==> src/rtl/fifo_in_controller.sv <==
// Pointer, occupancy and status control for the 8-entry input FIFO, plus the registered pop-data stage.
// Optional almost_full/almost_empty outputs are enabled by defining FIFO_IN_ALMOST_FLAGS_EN.
module fifo_in_controller #(
    parameter int unsigned DATA_W = 32,
    parameter int unsigned ADDR_W = 3
) (
    input  logic              clk,
    input  logic              reset_n,
    input  logic              wr_en,
    input  logic              rd_en,
    input  logic [DATA_W-1:0] rData,
    output logic              we,
    output logic [ADDR_W-1:0] wAddr,
    output logic [ADDR_W-1:0] rAddr,
    output logic [DATA_W-1:0] d_out,
    output logic              full,
    output logic              empty,
    output logic              wr_ack,
    output logic              wr_err,
    output logic              rd_ack,
    output logic              rd_err,
    output logic [ADDR_W:0]   data_count
`ifdef FIFO_IN_ALMOST_FLAGS_EN
    ,
    output logic              almost_full,
    output logic              almost_empty
`endif
);

    localparam int unsigned CNT_W = ADDR_W + 1;
    localparam logic [CNT_W-1:0] DEPTH = CNT_W'(1 << ADDR_W);

    typedef enum logic [2:0] {
        IDLE,
        WR,
        RD,
        WR_RD,
        WR_ERR,
        RD_ERR,
        WR_RD_ERR
    } state_t;

    state_t            state;
    state_t            state_next;
    logic              err_rd;
    logic              err_rd_next;
    logic [ADDR_W-1:0] head;
    logic [ADDR_W-1:0] tail;
    logic [CNT_W-1:0]  count;
    logic [CNT_W-1:0]  count_next;
    logic              push_ok;
    logic              pop_ok;

    assign full    = (count == DEPTH);
    assign empty   = (count == CNT_W'(0));
    assign push_ok = wr_en & ~full;
    assign pop_ok  = rd_en & ~empty;

    assign we         = push_ok;
    assign wAddr      = tail;
    assign rAddr      = head;
    assign data_count = count;

`ifdef FIFO_IN_ALMOST_FLAGS_EN
    assign almost_full  = (count >= DEPTH - CNT_W'(1));
    assign almost_empty = (count <= CNT_W'(1));
`endif

    // err_rd distinguishes which side failed when the state is WR_RD_ERR
    assign wr_ack = (state == WR) || (state == WR_RD) || ((state == WR_RD_ERR) && err_rd);
    assign wr_err = (state == WR_ERR) || ((state == WR_RD_ERR) && !err_rd);
    assign rd_ack = (state == RD) || (state == WR_RD) || ((state == WR_RD_ERR) && !err_rd);
    assign rd_err = (state == RD_ERR) || ((state == WR_RD_ERR) && err_rd);

    always_ff @(posedge clk or negedge reset_n) begin
        if (!reset_n) begin
            state  <= IDLE;
            err_rd <= 1'b0;
        end else begin
            state  <= state_next;
            err_rd <= err_rd_next;
        end
    end

    always_comb begin
        state_next  = IDLE;
        err_rd_next = 1'b0;
        case ({wr_en, rd_en})
            2'b10: state_next = full ? WR_ERR : WR;
            2'b01: state_next = empty ? RD_ERR : RD;
            2'b11: begin
                if (empty) begin
                    state_next  = WR_RD_ERR;
                    err_rd_next = 1'b1;
                end else if (full) begin
                    state_next  = WR_RD_ERR;
                end else begin
                    state_next  = WR_RD;
                end
            end
            default: state_next = IDLE;
        endcase
    end

    // Occupancy moves only when exactly one side is accepted
    always_comb begin
        count_next = count;
        if (push_ok && !pop_ok) begin
            count_next = count + CNT_W'(1);
        end else if (pop_ok && !push_ok) begin
            count_next = count - CNT_W'(1);
        end
    end

    always_ff @(posedge clk or negedge reset_n) begin
        if (!reset_n) begin
            head  <= '0;
            tail  <= '0;
            count <= '0;
            d_out <= '0;
        end else begin
            count <= count_next;
            if (push_ok) begin
                tail <= tail + ADDR_W'(1);
            end
            if (pop_ok) begin
                head  <= head + ADDR_W'(1);
                d_out <= rData;
            end
        end
    end

endmodule
==> config.mk <==
export PLATFORM = sky130hd
export DESIGN_NAME = fifo_in_controller
export DESIGN_NICKNAME = d
export VERILOG_FILES = /design/src/rtl/fifo_in_controller.sv
export SDC_FILE = /design/constraint.sdc
export NUM_CORES = 1
export LEC_CHECK = 0
export CAP_MARGIN = 30
export CORE_AREA = 2 2 90 71
export CTS_CLUSTER_DIAMETER = 60
export DETAILED_ROUTE_END_ITERATION = 6
export DIE_AREA = 0 0 92 73
export DONT_BUFFER_PORTS = 1
export PLACE_DENSITY_LB_ADDON = 0.08
export REMOVE_ABC_BUFFERS = 1
export SKIP_CTS_REPAIR_TIMING = 1
export SYNTH_ARGS = -nofsm -noshare
export SYNTH_HDL_FRONTEND = slang
export SYNTH_SLANG_ARGS = --single-unit
==> constraint.sdc <==
create_clock -name clk -period 2.9 [get_ports clk]
set_input_delay 0.145 -clock clk [delete_from_list [all_inputs] [get_ports clk]]
set_output_delay 0.145 -clock clk [all_outputs]
set_load 0.05 [all_outputs]
# Yosys cells after proc, flatten, opt, wreduce, memory -nomap -nowiden
# Index checks and enable logic that the tools add are counted.
# classes
eq_ne,10
n_mux,9
n_bitwise,4
addsub,4
reduce_logical,15
# ops
cell,count
two-way mux 3 bit,4
"== test 3 bit, second input constant",3
case mux 3 bit (3 select lines),1
two-way mux 4 bit,2
"adder 3 x 1 -> 3 bit, second input constant",2
"== test 3 x 2 -> 1 bit, second input constant",2
logical OR 1 bit,6
"adder 4 x 1 -> 4 bit, second input constant",1
"== test 2 bit, second input constant",2
"== test 4 bit, second input constant",1
logical AND 1 bit,4
logical NOT 4 bit,1
"subtractor 4 x 1 -> 4 bit, second input constant",1
"== test 3 x 1 -> 1 bit, second input constant",1
logical NOT 1 bit,3
bitwise AND 1 bit,2
"== test 2 x 1 -> 1 bit, second input constant",1
two-way mux 1 bit,2
inverter 1 bit,2
nonzero test 2 bit,1
# word_totals
output_inout_bits,49
regBits,46
word_cells,48
in_bits,36

# Depth between registers and ports, before layout
# depth
ltp_word,7
depth_mapped,9
ltp_nobuf,9

# Least setup slack after synthesis
# OpenSTA, ideal clock, no wires.
# synth_path
kind,register to register
start,"reg count[0], in the netlist data_count[0]"
end,"reg count[3], in the netlist data_count[3]"
stages_incl_launch_ff,10
arrival_time_ns,4.561
synth_period_minus_slack_ns,4.691
path_slack_ns,-1.791
required_time_ns,2.769
setup_ns,0.131
n_path_buf,0
path_cell_list,dfrtp_1 nor4b_1 or2b_2 inv_1 ha_1 inv_1 ha_1 or4_1 o211ai_1 o211ai_1
# synth_between
elab_chain_cells,6
word_cells_on_any_way,15
cone_classes,add/sub (2); eq/ne (1); mux (2); bitwise (4); reduce/logical (6)
# synth_rtl
item,line_no,rtl
"start, declared",49,logic [CNT_W-1:0] count;
"start signal, assigned",122,count <= count_next;
== test 4 bit *,54,assign full = (count == DEPTH);
net full,16,"output logic full,"
inverter 1 bit *,56,assign push_ok = wr_en & ~full;
bitwise AND 1 bit *,56,
net we,12,"output logic we,"
logical NOT 1 bit,110,end else if (pop_ok && !push_ok) begin
logical AND 1 bit,110,
nonzero test 2 bit (no line),--,
# The timed path passes the listed nets; every way through them passes the cells marked *. The select of a mux whose other input is x is not followed.
# A chain may end at the register's enable or synchronous reset.

# Final worst setup path
# layout_path
start,"reg count[2], in the netlist data_count[2]"
end,"reg count[3], in the netlist data_count[3]"
# layout_between
elab_chain_cells,6
word_cells_on_any_way,15
cone_classes,add/sub (2); eq/ne (1); mux (2); bitwise (4); reduce/logical (6)
# layout_rtl
item
branches (longest 6 deep; another with subtractor 4 x 1 -> 4 bit)
# Parallel ways; which one is timed is not known. The select of a mux whose other input is x is not followed.

==> run_results.csv <==
group,metric,value,unit
route,route.detailed.drc,0,
min_path,hold_class,"in2reg",
critical_path,slowest_delay,0.60,ns
critical_path,cp_max_fo,6,
yosys,synth_warnings,0,
die,row_count,25,
pwr,p_leak,1.08,nW
global_route,grt_max_degree,47,
critical_path,worstPathArrival,2.86,ns
pwr,p_int,0.00144,W
yosys,synth_ff_type,"dfrtp_1",
status,outcome,"completed",
critical_path,path_delay_family,"simple AND/OR/NAND/NOR gates",
clock_tree,clk_latency,0.29,ns
critical_path,ff2ff_path_depth,8,
critical_path,reg2reg_from,"data_count[2]",
yosys,syn_area_per_cell,14.3,sq um
run,maxCapViolCount,0,
layout,instances_no_fill,264,
clock_tree,cts_max_path_buffers,2,
critical_path,cp-end-kind,"flop",
place,place_area,2120,sq um
route,vias,1203,
die,die_h,73,microns
place,routabilityCongestion,0.767,
timing,fmax,370,MHz
timing,grt_setup_unrepaired,"false",
pwr,sw_frac_of_total,50.7,%
clock_tree,numCtsBuffers,5,
pwr,power-per-cell-area,1150,nW/um^2
global_route,grt.total_usage,10.9,%
route,vias_per_cell,4.56,
layout,antenna_cells,0,
critical_path,critical_path_class,"reg2reg",
die,core_area,5940,sq um
route,wirelength,3.82,mm
yosys,synth_cell_types,30,
critical_path,cp_cell_sequence,"or4_4 > nand2_8 > ha_1 > inv_1 > ha_1 > or4_1 > o211ai_1 > o211ai_1",
critical_path,path_depth,8,
yosys,synthCells,138,
route,drt-initial-drc-count,48,
timing,layout_min_cycle_time,2.70,ns
yosys,synth.most_common_cell,"dfrtp_1",
global_route,grt-ovfl-total,0,
clock_tree,ctsRootBufferMaster,"clkbuf_8",
place,hpwlAfterDp,2.66,mm
yosys,yosys.area.top_type_share,58.2,%
min_path,hold_end,"d_out[5]",
yosys,synth_area_leader_cell,"dfrtp_1",
critical_path,critPathLaunchType,"flop",
die,dieArea,6720,sq um
yosys,yosys_register_bits,46,
pwr,p_seq_share,56.2,%
layout,final_area,2550,sq um
yosys,synth_seq_area_share,58.2,%
timing,slew_viol_final,0,
route,wire_per_inst,14.5,microns
global_route,grt_pass1_vias,1168,
min_path,hp-start,"rData[5]",
place,pre_cts_ws,0.208,ns
layout,fin_nets,224,
layout,layout-drive-gt1-share,30.6,%
timing,worst_pin_slew,0.947,ns
clock_tree,cts_tree,"yes",
critical_path,timing.rr.end,"data_count[3]",
critical_path,cp.required,3.06,ns
die,ios,85,
timing,finalSetupViolations,0,
timing,setup_ws,0.200,ns
yosys,syn_area,1980,sq um
pwr,max-vdd-ir-drop,0.413,mV
pwr,power_switching,0.00148,W
route,ant_nets,0,
global_route,grt_pass1_wl,5.61,mm
clock_tree,path_clk_slew,0.08,ns
yosys,synth.area.top_cells,"dfrtp_1, mux2_2, ha_1, xnor2_1, buf_6",
layout,final_util,42.8,%
timing,relSlewSlack,36.4,%
timing,fin_skew,0.00630,ns
clock_tree,htree_levels,2,
die,die_x,92,microns
yosys,synth_enable_flop_cells,0,
global_route,grt_antenna_before_repair,0,
pwr,power.total,0.00292,W
critical_path,crit_slowest_cell,"or4_4",
critical_path,ff2ff_setup_slack,0.20,ns
place,place_inst,224,
timing,fin_crit_sh,93.1,%
pwr,comb_power_share,30.6,%
pwr,pwr-share-clk,13.3,%
place,port_buffers,0,
timing,hold_viol,0,
yosys,synth_common_cells,"dfrtp_1, mux2_2, nand2_1",
layout,area_delta_synth_final,28.6,%
clock_tree,cts.sinks,46,
yosys,synthArstFlopShare,100,%
min_path,hold_path_depth,1,
critical_path,crit_buf_inv,1,
route,dr.pass1.iters,3,
die,start_util,33.3,%
==> sequential cells by signal, summed over array words and instances (netlist names) <==
name,flops
d_out,32
data_count,4
err_rd,1
rAddr,3
state,3
wAddr,3
==> cells in the final DEF (no fill, tap or decap), types with 3 or more instances in the layout <==
master,synthesis,routed
ha_1,5,5
mux2_2,35,35
dfrtp_1,46,46
nand2_1,7,7
nand3_1,3,3
nand2b_1,3,3
xnor2_1,5,5
a21oi_1,3,3
inv_1,3,3
buf_4,0,9
dlygate4sd3_1,0,31
clkbuf_8,0,6
==> worst max path at each step <==
stage | from | endpoint | slack [ns]
6_report | data_count[2] | data_count[3] | 0.20
5_1_grt | data_count[2] | data_count[3] | 0.09
4_1_cts | data_count[2] | data_count[3] | 0.19
3_5_place_dp | data_count[2] | data_count[3] | 0.21
3_3_place_gp | data_count[2] | data_count[3] | 0.31
2_1_floorplan | data_count[0] | data_count[3] | -1.79
==> worst reg2reg max path, delay by kind of cell, from the launching register on <==
kind / cells / cell delay [ns]
flops: 1 / 0.40
fa+ha+maj: 2 / 0.61
simple gates: 3 / 1.22
buf+inv: 1 / 0.14
compound gates: 2 / 0.21
==> kinds of logic after synthesis <==
logic type      count (synthesis)  synth area share (%)
mux                            37                  20.9
compound gates                 11                  3.60
xor+xnor                        6                  2.65
fa+ha+maj                       6                  4.17
simple gates                   25                  8.03
buf+inv                         7                  2.46
flops                          46                  58.2
==> final cells by class <==
type,count,area [sq um]
Fill cell,551,3400
Sequential cell,46,1150
Multi-Input combinational cell,85,786
Timing Repair Buffer,41,405
Tap cell,81,101
Clock buffer,7,86.3
Inverter,3,11.3
Clock inverter,1,5.00
==> stage by stage <==
stage,hold WS (ns),setup TNS [ns]
after global routing,-0.00160,0
after floorplan,-0.151,-7.06
final,0.00781,0
after CTS,-0.475,0
after global placement,-0.149,0
after detailed placement,-0.149,0
==> power by group through the flow <==
stage	Clock, W	Sequential, W	Combinational, W
2_1_floorplan	0	0.00173	0.000557
3_3_place_gp	0	0.00166	0.000820
3_5_place_dp	0	0.00166	0.000854
4_1_cts	0.000408	0.00165	0.000853
5_1_grt	0.000438	0.00167	0.000974
6_report	0.000388	0.00164	0.000892
==> routing by layer <==
layer	vias up	track usage, %	routed length [microns]
met3	2	4.65	307
li1	568	-	-
met2	53	16.5	1930
met5	-	0	0
met1	580	13.9	1560
met4	0	4.81	23
Note: power is estimated with default switching activity, not from simulation.
